[src/rtl/seq_pair_pkg.sv]
// Shared definitions for the dual sequence-detector pair controller.
//   state_e    : controller states (IDLE, ARM, WAIT2, DONE)
//   MODE_*     : classification codes returned on res_mode
//   SRC_CH1/2  : bit positions of the per-channel hit flags in res_src
package seq_pair_pkg;

    typedef enum logic [1:0] {
        IDLE  = 2'd0,
        ARM   = 2'd1,
        WAIT2 = 2'd2,
        DONE  = 2'd3
    } state_e;

    localparam logic [1:0] MODE_NONE = 2'd0;
    localparam logic [1:0] MODE_ONE  = 2'd1;
    localparam logic [1:0] MODE_BOTH = 2'd2;

    localparam int SRC_CH1 = 0;
    localparam int SRC_CH2 = 1;

endpackage

[src/rtl/seq_pair_timer.sv]
// Saturating cycle counter shared by the ARM and WAIT2 phases.
//   clk, rst_n : clock, asynchronous active-low reset
//   clr        : force count to 0 (wins over en)
//   en         : advance by one, never past limit
//   limit      : terminal value selected by the controller
//   cnt        : current count
//   at_limit   : cnt == limit
module seq_pair_timer
    import seq_pair_pkg::*;
#(
    parameter int CNT_W = 8
) (
    input  logic             clk,
    input  logic             rst_n,
    input  logic             clr,
    input  logic             en,
    input  logic [CNT_W-1:0] limit,
    output logic [CNT_W-1:0] cnt,
    output logic             at_limit
);

    logic [CNT_W-1:0] cnt_q, cnt_d;

    assign at_limit = (cnt_q == limit);
    assign cnt      = cnt_q;

    // The bound is checked before incrementing so the count can never wrap.
    always_comb begin
        cnt_d = cnt_q;
        if (clr) begin
            cnt_d = '0;
        end else if (en && !at_limit) begin
            cnt_d = cnt_q + CNT_W'(1);
        end
    end

    always_ff @(posedge clk or negedge rst_n) begin
        if (!rst_n) begin
            cnt_q <= '0;
        end else begin
            cnt_q <= cnt_d;
        end
    end

endmodule

[src/rtl/seq_pair_ctrl.sv]
// Measurement controller for the two serial sequence detectors.
// Arms on start, times the second channel hit against the first within a
// bounded window, and presents one classified result on a valid/ready port.
//   clk, rst_n        : clock, asynchronous active-low reset
//   start, abort      : begin a run (IDLE only) / cancel any run
//   ok1, ok2          : detector hit pulses
//   n1, n2            : detector 4-bit shift-window snapshots
//   busy              : controller is not idle
//   res_valid/ready   : result handshake
//   res_mode          : 0 no hit, 1 one channel, 2 both channels
//   res_xor           : latched n1 XOR latched n2
//   res_lat           : cycles from first to second hit (WINDOW on timeout)
//   res_src           : bit0 channel-1 hit, bit1 channel-2 hit
module seq_pair_ctrl
    import seq_pair_pkg::*;
#(
    parameter int MAX_BITS = 64,
    parameter int WINDOW   = 8,
    parameter int CNT_W    = 8
) (
    input  logic             clk,
    input  logic             rst_n,
    input  logic             start,
    input  logic             abort,
    input  logic             ok1,
    input  logic             ok2,
    input  logic [3:0]       n1,
    input  logic [3:0]       n2,
    output logic             busy,
    output logic             res_valid,
    input  logic             res_ready,
    output logic [1:0]       res_mode,
    output logic [3:0]       res_xor,
    output logic [CNT_W-1:0] res_lat,
    output logic [1:0]       res_src
);

    localparam logic [CNT_W-1:0] ARM_LIMIT  = CNT_W'(MAX_BITS - 1);
    localparam logic [CNT_W-1:0] WAIT_LIMIT = CNT_W'(WINDOW - 1);
    localparam logic [CNT_W-1:0] WINDOW_LAT = CNT_W'(WINDOW);

    state_e           state_q, state_d;
    logic [3:0]       snap1_q, snap1_d;
    logic [3:0]       snap2_q, snap2_d;
    logic [1:0]       hit_q, hit_d;
    logic             busy_q, busy_d;
    logic             res_valid_q, res_valid_d;
    logic [1:0]       res_mode_q, res_mode_d;
    logic [3:0]       res_xor_q, res_xor_d;
    logic [CNT_W-1:0] res_lat_q, res_lat_d;
    logic [1:0]       res_src_q, res_src_d;

    logic             tmr_clr, tmr_en, tmr_at_limit;
    logic [CNT_W-1:0] tmr_limit, tmr_cnt;

    logic             go_done;
    logic [1:0]       done_mode, done_src;
    logic [CNT_W-1:0] done_lat;
    logic             other_ok;

    seq_pair_timer #(.CNT_W(CNT_W)) u_timer (
        .clk      (clk),
        .rst_n    (rst_n),
        .clr      (tmr_clr),
        .en       (tmr_en),
        .limit    (tmr_limit),
        .cnt      (tmr_cnt),
        .at_limit (tmr_at_limit)
    );

    always_comb begin
        state_d   = state_q;
        snap1_d   = snap1_q;
        snap2_d   = snap2_q;
        hit_d     = hit_q;
        tmr_clr   = 1'b0;
        tmr_en    = 1'b0;
        tmr_limit = (state_q == WAIT2) ? WAIT_LIMIT : ARM_LIMIT;
        go_done   = 1'b0;
        done_mode = MODE_NONE;
        done_src  = 2'b00;
        done_lat  = '0;
        // In WAIT2 only the channel that has not yet hit matters; repeat
        // pulses on the first channel are deliberately not looked at.
        other_ok  = hit_q[SRC_CH1] ? ok2 : ok1;

        case (state_q)
            IDLE: begin
                if (start && !abort) begin
                    state_d = ARM;
                    tmr_clr = 1'b1;
                    hit_d   = 2'b00;
                end
            end
            ARM: begin
                // Hits are tested ahead of the count limit so that a hit in
                // the final count cycle wins over the timeout.
                if (abort) begin
                    state_d = IDLE;
                end else if (ok1 && ok2) begin
                    snap1_d   = n1;
                    snap2_d   = n2;
                    go_done   = 1'b1;
                    done_mode = MODE_BOTH;
                    done_src  = 2'b11;
                end else if (ok1) begin
                    snap1_d          = n1;
                    hit_d[SRC_CH1]   = 1'b1;
                    tmr_clr          = 1'b1;
                    state_d          = WAIT2;
                end else if (ok2) begin
                    snap2_d          = n2;
                    hit_d[SRC_CH2]   = 1'b1;
                    tmr_clr          = 1'b1;
                    state_d          = WAIT2;
                end else if (tmr_at_limit) begin
                    snap1_d   = n1;
                    snap2_d   = n2;
                    go_done   = 1'b1;
                    done_mode = MODE_NONE;
                    done_src  = 2'b00;
                end else begin
                    tmr_en = 1'b1;
                end
            end
            WAIT2: begin
                // The timer reads 0 in the first WAIT2 cycle, so the hit
                // distance is one more than the current count.
                if (abort) begin
                    state_d = IDLE;
                end else if (other_ok || tmr_at_limit) begin
                    if (hit_q[SRC_CH1]) begin
                        snap2_d = n2;
                    end else begin
                        snap1_d = n1;
                    end
                    go_done = 1'b1;
                    if (other_ok) begin
                        done_mode = MODE_BOTH;
                        done_src  = 2'b11;
                        done_lat  = tmr_cnt + CNT_W'(1);
                    end else begin
                        done_mode = MODE_ONE;
                        done_src  = hit_q;
                        done_lat  = WINDOW_LAT;
                    end
                end else begin
                    tmr_en = 1'b1;
                end
            end
            DONE: begin
                if (abort || res_ready) begin
                    state_d = IDLE;
                end
            end
            default: begin
                state_d = IDLE;
            end
        endcase

        if (go_done) begin
            state_d = DONE;
        end

        busy_d      = (state_d != IDLE);
        res_valid_d = (state_d == DONE);

        // Result fields only move on DONE entry so they are stable while valid.
        res_mode_d = res_mode_q;
        res_src_d  = res_src_q;
        res_lat_d  = res_lat_q;
        res_xor_d  = res_xor_q;
        if (go_done) begin
            res_mode_d = done_mode;
            res_src_d  = done_src;
            res_lat_d  = done_lat;
            res_xor_d  = snap1_d ^ snap2_d;
        end
    end

    always_ff @(posedge clk or negedge rst_n) begin
        if (!rst_n) begin
            state_q     <= IDLE;
            snap1_q     <= '0;
            snap2_q     <= '0;
            hit_q       <= '0;
            busy_q      <= 1'b0;
            res_valid_q <= 1'b0;
            res_mode_q  <= '0;
            res_xor_q   <= '0;
            res_lat_q   <= '0;
            res_src_q   <= '0;
        end else begin
            state_q     <= state_d;
            snap1_q     <= snap1_d;
            snap2_q     <= snap2_d;
            hit_q       <= hit_d;
            busy_q      <= busy_d;
            res_valid_q <= res_valid_d;
            res_mode_q  <= res_mode_d;
            res_xor_q   <= res_xor_d;
            res_lat_q   <= res_lat_d;
            res_src_q   <= res_src_d;
        end
    end

    assign busy      = busy_q;
    assign res_valid = res_valid_q;
    assign res_mode  = res_mode_q;
    assign res_xor   = res_xor_q;
    assign res_lat   = res_lat_q;
    assign res_src   = res_src_q;

endmodule

[config.mk]
export PLATFORM = sky130hd
export DESIGN_NAME = seq_pair_ctrl
export DESIGN_NICKNAME = d
export VERILOG_FILES = /design/src/rtl/seq_pair_pkg.sv /design/src/rtl/seq_pair_timer.sv /design/src/rtl/seq_pair_ctrl.sv
export SDC_FILE = /design/constraint.sdc
export NUM_CORES = 1
export LEC_CHECK = 0
export CORE_ASPECT_RATIO = 0.9
export CORE_MARGIN = 2
export CORE_UTILIZATION = 40
export CTS_CLUSTER_SIZE = 8
export DETAILED_ROUTE_END_ITERATION = 16
export HOLD_SLACK_MARGIN = 0.15
export PLACE_DENSITY = 0.7
export SYNTH_ARGS = -nofsm -noshare
export SYNTH_HDL_FRONTEND = slang
export SYNTH_SLANG_ARGS = --single-unit
[constraint.sdc]
create_clock -name clk -period 5.3 [get_ports clk]
set_input_delay 1.06 -clock clk [delete_from_list [all_inputs] [get_ports clk]]
set_output_delay 1.06 -clock clk [all_outputs]
set_load 0.01 [all_outputs]
Word level (Yosys, flattened, before mapping)
Index checks and enable logic that the tools add are counted.
Widths: inputs -> output; s select.
{"block": "classes", "bitwise_logic": 1, "addsub": 1, "n_mux": 76, "reduce_logical": 13, "eq_ne": 11}
{"cell": "$mux 4", "count": 16}
{"cell": "$mux 8", "count": 6}
{"cell": "$mux 2", "count": 21}
{"cell": "$mux 1", "count": 23}
{"cell": "$pmux 4 s2", "count": 2}
{"cell": "$ne 2x2->1 const B", "count": 6}
{"cell": "$pmux 2 s2", "count": 3}
{"cell": "$add 8x1->8 const B", "count": 1}
{"cell": "$eq 8x6->1", "count": 1}
{"cell": "$pmux 2 s4", "count": 1}
{"cell": "$eq 2x2->1 const B", "count": 3}
{"cell": "$mux 6", "count": 1}
{"cell": "$pmux 1 s2", "count": 3}
{"cell": "$reduce_and 6->1", "count": 1}
{"cell": "$reduce_bool 2->1", "count": 3}
{"cell": "$reduce_and 5->1", "count": 1}
{"cell": "$xor 4x4->4", "count": 1}
{"cell": "$logic_and 1x1->1", "count": 3}
{"cell": "$eq 2x1->1 const B", "count": 1}
{"cell": "$logic_not 1->1", "count": 2}
{"cell": "$logic_not 2->1", "count": 1}
{"cell": "$logic_or 1x1->1", "count": 2}
{"block": "totals", "output_inout_bits": 18, "register_bits": 38, "elab_cells": 114}

Longest topological paths before layout
{"block": "logic_depth", "ltp_word": 12, "ltp_mapped": 10}

By module
Synthesis repeated with hierarchy kept, for this count alone.
{"block": "hier_totals", "hier_cells": 235, "hier_area_um2": 2327.2}
{"module": "seq_pair_ctrl", "area_each_um2": 1800.5, "cells_per_inst": 180, "seq_area_each_um2": 750.7, "n_inst": 1}
{"module": "seq_pair_timer", "area_each_um2": 526.8, "cells_per_inst": 55, "seq_area_each_um2": 200.2, "n_inst": 1}

Worst setup path after synthesis
No wires, ideal clock.
{"block": "synth_path", "path_kind": "input to register", "from": "in ok1", "to": "reg u_timer.cnt_q[4], in the netlist u_timer.cnt[4]", "setup_slack_ns": 2.655, "stages": 9, "t_arrival_ns": 2.520, "setup_ns": 0.125, "path_cell_list": "clkbuf_1 > mux2_2 > or3_1 > o21ai_0 > and3_1 > buf_4 > nand4_1 > xor2_1 > nor2_1"}
{"block": "synth_between", "elab_chain_cells": 7}
{"element": "start, declared", "line_no": "seq_pair_ctrl.sv:25", "text": "input logic ok1,"}
{"element": "$mux 1", "line_no": "seq_pair_ctrl.sv:85", "text": "other_ok = hit_q[SRC_CH1] ? ok2 : ok1;"}
{"element": "$logic_or 1x1->1", "line_no": "seq_pair_ctrl.sv:131", "text": "end else if (other_ok || tmr_at_limit) begin"}
{"element": "$mux 1", "line_no": "seq_pair_ctrl.sv:131"}
{"element": "$mux 1", "line_no": "seq_pair_ctrl.sv:129", "text": "if (abort) begin"}
{"element": "$pmux 1 s2", "line_no": "seq_pair_ctrl.sv:87", "text": "case (state_q)"}
{"element": "$logic_and 1x1->1", "line_no": "seq_pair_timer.sv:32", "text": "end else if (en && !at_limit) begin"}
{"element": "$reduce_bool 2->1 (no source line)"}
{"element": "end signal, assigned", "line_no": "seq_pair_timer.sv:41", "text": "cnt_q <= cnt_d;"}
{"element": "end, declared", "line_no": "seq_pair_timer.sv:22", "text": "logic [CNT_W-1:0] cnt_q, cnt_d;"}
Several ways; a longest one is shown, not always the timed one.
A chain may end at the register's enable or synchronous reset.

Final worst setup path
{"block": "layout_path", "from": "in ok1", "to": "reg res_src_q[0], in the netlist res_src[0]"}
{"block": "layout_between", "elab_chain_cells": 5}
{"element": "$mux 1", "line_no": "seq_pair_ctrl.sv:85"}
{"element": "$mux 2 or $logic_or 1x1->1 (tied branches)", "line_no": "seq_pair_ctrl.sv:138, seq_pair_ctrl.sv:131"}
{"element": "$mux 2 or $mux 1 (tied branches)", "line_no": "seq_pair_ctrl.sv:131"}
{"element": "$mux 2 or $mux 1 (tied branches)", "line_no": "seq_pair_ctrl.sv:129"}
{"element": "$pmux 2 s2 or $pmux 1 s2 (tied branches)", "line_no": "seq_pair_ctrl.sv:87"}
{"element": "end signal, assigned", "line_no": "seq_pair_ctrl.sv:203", "text": "res_src_q <= res_src_d;"}
{"element": "end, declared", "line_no": "seq_pair_ctrl.sv:51", "text": "logic [1:0] res_src_q, res_src_d;"}
Several ways; a longest one is shown, not always the timed one.

==> results.cfg <==
[power]
p_int_w = 0.000784
p_comb_share_pct = 45.4
ir_worst_vdd_mv = 0.210
p_seq_share_pct = 34.6
pwr_density_cell_mw_per_mm2 = 457
p_leak_nw = 1.23
clkPwrFrac_pct = 20.0
switching_share_pct = 37.3
power_w = 0.00125
p_switching_w = 0.000467

[layout]
antenna_cells = 0
area_growth_pct = 19.6
utilization_pct = 48.9
regArea_sq_um = 951
final_common_cell = dfrtp_1
drive_above_1_share_pct = 8.03
n_fill_cell = 520
multi_input_area_sq_mm = 0.00123
layout.nets = 295
most-common-layout-cells = 38 x dfrtp_1, 35 x nand2_1, 31 x clkdlybuf4s50_1

[die]
die_area_sq_mm = 0.00635
die_w_microns = 83.8
core_area_sq_mm = 0.00560
start_util_pct = 40.9
die_h_microns = 75.8
num_io_pins = 33
fp-row-count = 26

[sta]
rsz0062_at_grt = no
setup_viol = 0
drv_slew = 0
fmaxAchievable_mhz = 291
fin_crit_sh_pct = 64.9
skew_ps = 5.99
max_slew_margin_pct = 44.6
worst_slack_ps = 1860
min_period_ps = 3440
worst_slew_pin_slew_ps = 831
tns_ps = 0
final-hold-violation-count = 0

[global_routing]
grt_start_max_net_pins = 39
overflow = 0
grt_pass1_wl_mm = 8.36
grt_use_total_pct = 16.7
grt_pass1_vias = 1693
antenna_found_initial = 0

[logic_synthesis]
seq_area_frac_synth_pct = 41.5
synthCells = 248
synth_cell_types = 42
synth_simple_gate_area_share_pct = 19.8
synth_async_sr_flop_share_pct = 100
synth_top_area_share_pct = 41.5
ys_ff_latch = 38
synth_xor_area_share_pct = 6.50
syn-cell-area_sq_mm = 0.00229
syn_nets = 269
synth_top_family_by_area = simple AND/OR/NAND/NOR gates
yosys.area.top_type = dfrtp_1
yosysWarnings = 0
synth_mux_area_share_pct = 5.41
synth_fa_ha_area_share_pct = 3.28
synth.avg_cell_area_sq_um = 9.24
synth_enable_flop_cells = 0
synth_area_leaders = dfrtp_1 42%, nand2_1 5.7%, nor2_1 4.3%
ys.flop_type = dfrtp_1
synth_compound_area_share_pct = 18.6

[drt]
drt_iter0_markers = 99
avgRoutedWirePerCell_microns = 14.7
route.detailed.drc = 0
vias = 1844
drtPass1Iterations = 4
ant_nets = 0
vias_per_cell = 5.36
totalWireLength_mm = 5.07

[clock_tree]
cts_root_buffer = clkbuf_8
cts.sinks = 38
clkTransAtPathRegs_ps = 70
h-tree-depth = 2
clk_latency_ps = 290
cts_setup_buffers = 0
cts_buffers = 5
cts_tree = done
clk_path_buf_depth = 2
post_cts_resized = 0
cts-hold-fix-buffers = 0

[placed_design]
portBuffers = 32
post-place-ws_ps = 1540
hpwl_mm = 3.60
place_congestion = 0.901

[setup_path]
cp-endpoint = res_src[0]$_DFFE_PN0P_
r2r_cells = 8
worst-path-max-fanout = 27
reg2reg_to = res_src[0]$_DFFE_PN0P_
worstSetupPathType = primary input to flip-flop
cp.required_ps = 5470
cp-start-kind = primary input
endpoint_kind = flip-flop
rrSetupSlack_ps = 2050
reg2reg_from = state_q[0]$_DFF_PN0_
arrival_ps = 3610
critical_path.startpoint = ok1

[flow_run]
max-cap-violations = 0

[outcome]
status = finished, final reports clean

[worst_hold_path]
hold_class = flip-flop to flip-flop
## routing by layer
metal / wire length, microns / global-route usage, % / vias to the layer above / share of wire, %
met4: 40 / 5.02 / 0 / 0.79
met3: 248 / 3.79 / 4 / 4.9
met5: 0 / 0 / - / 0
li1: - / - / 912 / -
met2: 2260 / 25.3 / 49 / 45
met1: 2520 / 24.2 / 879 / 50
## power by group through the flow
stage               Sequential, W  Clock, W  Combinational, W
CTS                      0.000433  0.000254          0.000570
global route             0.000445  0.000264          0.000632
floorplan                0.000450         0          0.000348
global placement         0.000434         0          0.000557
detailed placement       0.000437         0          0.000567
finish                   0.000433  0.000251          0.000569
## flip-flops by register name, summed over array words and instances (netlist names), 2 cells and up
register and cells:
res_mode 2, snap1_q 4, res_xor 4, hit_q 2
res_src 2, u_timer.cnt 8, state_q 2, snap2_q 4
res_lat 8
## through the flow
stage | hold slack [ps] | std cells | instance area, sq um
CTS | 483 | 344 | 2740
global route | 497 | 344 | 2740
global placement | 464 | 337 | 2630
floorplan | 463 | 248 | 2290
finish | 485 | 344 | 2740
detailed placement | 468 | 337 | 2630
## worst min path at each step
stage / from / to / depth (start not counted) / slack, ps
after floorplan: hit_q[1]$_DFFE_PN0P_ / hit_q[1]$_DFFE_PN0P_ / 2 / 460
after global placement: res_lat[3]$_DFFE_PN0P_ / res_lat[3]$_DFFE_PN0P_ / 1 / 460
after detailed placement: res_lat[7]$_DFFE_PN0P_ / res_lat[7]$_DFFE_PN0P_ / 2 / 470
after CTS: res_lat[7]$_DFFE_PN0P_ / res_lat[7]$_DFFE_PN0P_ / 2 / 480
after global routing: res_lat[3]$_DFFE_PN0P_ / res_lat[3]$_DFFE_PN0P_ / 1 / 500
final: res_lat[5]$_DFFE_PN0P_ / res_lat[5]$_DFFE_PN0P_ / 2 / 480
## synth_stat cells (2+ instances only)
master and instances:
dfrtp_1 38, nand2_1 35, nor2_1 26, inv_1 12, nand3_1 10, mux2i_1 9
o21ai_0 9, xor2_1 9, o31ai_1 8, xnor2_1 8, clkbuf_1 7, nor2b_1 7
ha_1 6, o21ai_1 6, a21oi_1 5, a211o_1 4, a221o_1 4, a22o_1 4
a31o_2 4, and2_1 4, and3_1 4, mux2_2 3, nand4_1 3, a21o_1 2
a31oi_1 2, buf_2 2, buf_4 2
## final cells by class
type | instances | area share (%)
inverters | 12 | 1.64
well taps | 70 | 3.20
repair buffers | 32 | 11.5
flip-flops and latches | 38 | 34.7
clock inverters | 1 | 1.10
clock buffers | 6 | 3.02
multi-input cells | 185 | 44.8
## worst max-delay path, stage by stage
cell and delay [ps]:
clkdlybuf4s50_1 600, mux2_2 410, o21ai_0 350, o21ai_0 160, nand2_1 630, mux2_2 410
## logic make-up (layout without fill, tap and decap cells)
logic type	Yosys count	after routing
AO/OA/AOI/OAI	56	56
XOR/XNOR	17	17
adder cells (fa/ha/maj)	6	6
buffers and inverters	25	51
flip-flops	38	38
multiplexers	12	12
AND/OR/NAND/NOR	94	94
Power figures use the tool's default switching activity.
==> RTL change 1: new RTL, config.mk and constraints unchanged <==
`CNT_W` is set to 8 in 2 places; all go to 9.
--- a/src/rtl/seq_pair_timer.sv
+++ b/src/rtl/seq_pair_timer.sv
@@ -8,7 +8,7 @@
 module seq_pair_timer
     import seq_pair_pkg::*;
 #(
-    parameter int CNT_W = 8
+    parameter int CNT_W = 9
 ) (
     input  logic             clk,
     input  logic             rst_n,
--- a/src/rtl/seq_pair_ctrl.sv
+++ b/src/rtl/seq_pair_ctrl.sv
@@ -16,7 +16,7 @@
 #(
     parameter int MAX_BITS = 64,
     parameter int WINDOW   = 8,
-    parameter int CNT_W    = 8
+    parameter int CNT_W    = 9
 ) (
     input  logic             clk,
     input  logic             rst_n,
Ports: changed (resized res_lat); port bits go from 33 to 34. The function was not compared with the original's and may differ.
==> RTL change 1 against the original RTL <==
  * Total power shrank 26%
  * Routed wire length shrank 5.3%
  * Area after synthesis shrank 0.44%
  * Worst hold slack worse by 0.0030 ns
  * Sequential power is 9.7% lower
  * Clock power decreased by 18%
  * Sequential cell count up 2
  * Final area fell by 0.14%
  * First-iteration DRC count up 46%
  * Clock skew is 0.00055 ns higher
  * Setup slack improved by 0.21 ns
  * Register-to-register slack improved by 0.26 ns
  * Synthesized cell count unchanged
  * Cell count up 0.58%
  * Highest routed layer unchanged
==> RTL change 1: results (changes against the original RTL) <==
- Filler cells: 554 (+6.5%)
- Average routed wire per standard cell: 13.9 microns (-5.9%)
- Layout cell share with drive strength beyond 1: 6.88% (-1.1 points)
- Clock skew: 0.00654 ns (+0.000551 ns)
- Synth top area cells: dfrtp_1 (44%), nand2_1 (6.7%), xor2_1 (4.2%), mux2i_1 (3.9%), nor2_1 (3.6%)
- # port buffers: 33 (+3.1%)
- Worst Hold Launch: res_lat[4]
- Syn Inst Count: 248 (unchanged)
- Vias in the first global route: 1803 (+6.5%)
- Leakage: 1.22 nW (-0.75%)
- Final Wtd Congestion: 0.862 (-4.3%)
- Routing usage on met1: 22.0% (-2.2 points)
- CTS H-tree lvls: 2 (unchanged)
- Crit-path max FO: 11 (-59%)
- Commonest cells in the netlist: nand2_1 (41), dfrtp_1 (40), nor2_1 (22), nand3_1 (13), xor2_1 (11)
- Hold Path Class: register to register
- Worst vdd ir: 0.000169 V (-20%)
- Highest metal used: met4
- Dpl ws: 1.79 ns (+0.247 ns)
- Number of diodes: 0 (unchanged)
- Total Routing Usage GR: 16.4% (-0.30 points)
- Root Driver: clkbuf_8
- Met2 Routed Length: 2170 microns (-3.9%)
- Worst-path clk slew: 0.08 ns
- Crit. Startpoint: ok1
- Met3 usage: 3.14% (-0.65 points)
- Synth cell types: 42 (unchanged)
- Metal1 wirelength: 2380 microns (-5.6%)
- Setup bufs post-CTS: 0 (unchanged)
- Avg Vias per Cell: 5.22 (-2.6%)
- Final net count: 296 (+0.34%)
- Status: finished, final reports clean
- Ys Warns: 0 (unchanged)
- DRT Pass-1 Iters: 4 (unchanged)
- Syn nets: 269 (unchanged)
- Asr flop ratio synth: 100% (unchanged)
- Non-filler cells, final: 346 (+0.58%)
- Dpl cells: 338 (+0.30%)
- Total CTS buffers: 5 (unchanged)
- Metal3 WL: 200 microns (-19%)
- Pin count of the biggest net entering global routing: 41 (+5.1%)
- Area Overhead vs Synth: 19.9%
- Proportion of synthesized chip area in sequential cells: 43.9% (+2.4 points)
- DRT iter0 DRCs: 145 (+46%)
- Reg-to-reg critical path startpoint: state_q[0]
- DP Area: 2640 sq um (+0.62%)
- First-pass GRT wire length: 8340 microns (-0.32%)
- Met2 Use GR: 27.5% (+2.1 points)
- Slew headroom: 41.4% (-3.2 points)
- Post-DP HPWL: 3450 microns (-4.3%)
- Worst Path Arrival: 3.40 ns (-0.21 ns)
- Clock Path Buffers: 2 (unchanged)
- Antenna violations before repair: 0 (unchanged)
- Later-pin clock latency in the skew report: 0.29 ns (about the same)
- Resized cells post-CTS: 0 (unchanged)
==> RTL change 1: changes by cell type after synthesis, moves of 4 or more <==
| cell | delta |
|---|---|
| inv_1 | -4 |
| nand2_1 | +6 |
| nor2_1 | -4 |
| nor2b_1 | -4 |
| a31o_2 | -4 |
==> RTL change 1: cell families (layout without fill, tap and decap cells) <==
logic type | after synthesis | after routing | share of synthesized area [%]
DFF | 40 | 40 | 43.9
buffers and inverters | 22 | 50 | 4.06
adders and majority gates | 6 | 6 | 3.29
xor gates and xnor gates | 19 | 19 | 7.30
and+or+nand+nor | 94 | 94 | 18.6
AOI/OAI and AO/OA | 56 | 56 | 17.8
muxes | 11 | 11 | 5.10
==> RTL change 1: critical path, stage by stage <==
cell             delay, ns
clkdlybuf4s50_1       0.70
ha_1                  0.32
nor2_1                0.07
o2bb2ai_1             0.54
mux2i_1               0.16
a211o_1               0.32
xnor2_1               0.15
o21ai_1               0.07
==> RTL change 1: final timing paths <==
check,to,slack (ns),cells after the start
worst max-delay path,res_xor[0],2.07,8
worst min-delay path,res_lat[4],0.48,2
worst max register to register,res_xor[3],2.31,9
worst min register to register,res_lat[4],0.48,2
max in group asynchronous,u_timer.cnt[5],3.86,1
min in group asynchronous,res_lat[4],0.89,1
==> RTL change 1: cell type report <==
| cell class | count | share of cell area, % |
|---|---|---|
| clock buffers | 6 | 3.02 |
| clock inverters | 2 | 0.366 |
| inverters | 8 | 1.10 |
| multi-input cells | 186 | 43.5 |
| flip-flops and latches | 40 | 36.6 |
| well taps | 70 | 3.20 |
| repair buffers | 34 | 12.2 |
==> RTL change 1: where the power goes <==
part	total (mW)	switching (mW)	internal, mW
clock network	0.207	0.103	0.104
registers	0.391	0.0371	0.353
logic	0.331	0.189	0.141
total	0.928	0.329	0.598
==> RTL change 2: new RTL, config.mk and constraints unchanged <==
Without the edit above. Reset style: synchronous (`rst_n`), changed in 2 clocked blocks. Comments in the files are not updated.
--- a/src/rtl/seq_pair_timer.sv
+++ b/src/rtl/seq_pair_timer.sv
@@ -34,7 +34,7 @@
         end
     end
 
-    always_ff @(posedge clk or negedge rst_n) begin
+    always_ff @(posedge clk) begin
         if (!rst_n) begin
             cnt_q <= '0;
         end else begin
--- a/src/rtl/seq_pair_ctrl.sv
+++ b/src/rtl/seq_pair_ctrl.sv
@@ -178,7 +178,7 @@
         end
     end
 
-    always_ff @(posedge clk or negedge rst_n) begin
+    always_ff @(posedge clk) begin
         if (!rst_n) begin
             state_q     <= IDLE;
             snap1_q     <= '0;
Formal check against the unedited RTL: differs if rst_n is asserted again (counterexample within 4 cycles, from zero or initial values and one cycle with rst_n low); with rst_n held inactive, the same outputs for 10 cycles.
==> RTL change 2 against the original RTL <==
  * Routed wire length down 6.9%
  * Area after synthesis shrank 7.9%
  * Maximum frequency shrank 4.0%
  * Setup slack lost 0.14 ns
  * Final area down 7.7%
  * Sequential cell count unchanged
Power is not compared: it rests on default switching activity, and its combinational part moved more than twofold at a synthesized area within 25%.
==> RTL change 2: results (changes against the original RTL) <==
- First-pass GRT wire length: 7980 microns (-4.5%)
- Dpl cells: 339 (+0.59%)
- Post-DP HPWL: 3500 microns (-2.9%)
- Proportion of synthesized chip area in sequential cells: 36.1% (-5.4 points)
- Final Wtd Congestion: 0.864 (-4.2%)
- Crit-path max FO: 29 (+7.4%)
- CP max stage delay: 0.83 ns (+0.20 ns)
- Cell family with most CP delay: compound AO/OA/AOI/OAI gates
- Avg Vias per Cell: 5.34 (-0.43%)
- Synth cell types: 52 (+24%)
- Final net count: 300 (+1.7%)
- Total Routing Usage GR: 17.6% (+0.85 points)
- Ys flop type: dfxtp_1
- Vias in the first global route: 1677 (-0.95%)
- Asr flop ratio synth: 0% (-100 points)
- DP Area: 2430 sq um (-7.4%)
- Syn avg cell area: 8.21 sq um (-11%)
- Clock skew: 0.00436 ns (-0.00163 ns)
- Worst Path Arrival: 3.78 ns (+0.17 ns)
- Commonest cells in the netlist: nor2_1 (42), dfxtp_1 (38), a21oi_1 (16), nand2b_1 (14)
- Synth top area cells: dfxtp_1 (36%), nor2_1 (7.5%), nand2b_1 (4.2%), xor2_1 (4.2%), a21oi_1 (3.8%)
- Status: finished, final reports clean
- Slew headroom: 30.9% (-14 points)
- DRT Wirelength: 4720 microns (-6.9%)
- Syn nets: 278 (+3.3%)
## RTL change 2: worst register-to-register path, delay by kind of cell (launching register included)
kind | cells | cell delay (ns)
buffers and inverters | 1 | 0.09
DFF | 1 | 0.35
and+or+nand+nor | 3 | 0.98
adders and majority gates | 1 | 0.32
AOI/OAI and AO/OA | 3 | 1.22
## RTL change 2: kinds of logic after synthesis
logic type | after synthesis | share of synthesized area [%]
flip-flops | 38 | 36.1
XOR/XNOR | 13 | 5.40
AO/OA/AOI/OAI | 67 | 22.4
adder cells (fa/ha/maj) | 6 | 3.56
AND/OR/NAND/NOR | 106 | 25.8
buffers and inverters | 24 | 5.28
multiplexers | 3 | 1.48
## RTL change 2: worst paths after layout
path,end,cells after the start,from
worst min register to register,res_lat[6],2,res_lat[6]
worst min-delay path,res_lat[6],2,res_lat[6]
worst max register to register,res_src[0],8,state_q[0]
worst max-delay path,res_src[0],7,ok1
## RTL change 2: metrics by stage
stage | util, % | setup WS (ns)
5_1_grt | 49.0 | 1.43
3_3_place_gp | 47.1 | 1.51
3_5_place_dp | 47.1 | 1.46
4_1_cts | 49.0 | 1.76
2_1_floorplan | - | 2.48
6_report | 49.0 | 1.72
## RTL change 2: cell type report
type,instances,area [sq um]
flip-flops and latches,38,761
clock buffers,6,82.6
multi-input cells,195,1240
well taps,67,83.8
clock inverters,2,12.5
repair buffers,32,320
inverters,7,26.3
fillers,511,2630
## RTL change 2: per-layer routing
metal  GRT usage (%)  up-vias  routed length, microns
li1                -      951                       -
met1            24.5      859                    2420
met2            26.4       35                    2030
met3            4.46        7                     198
met4            6.21        0                      66
met5               0        -                       0
## RTL change 2: report_power, final
part | internal, mW | total (mW) | switching [mW]
combinational | 0.0254 | 0.0605 | 0.0351
sequential | 0.289 | 0.292 | 0.00308
clock | 0.105 | 0.214 | 0.109
total | 0.419 | 0.566 | 0.147
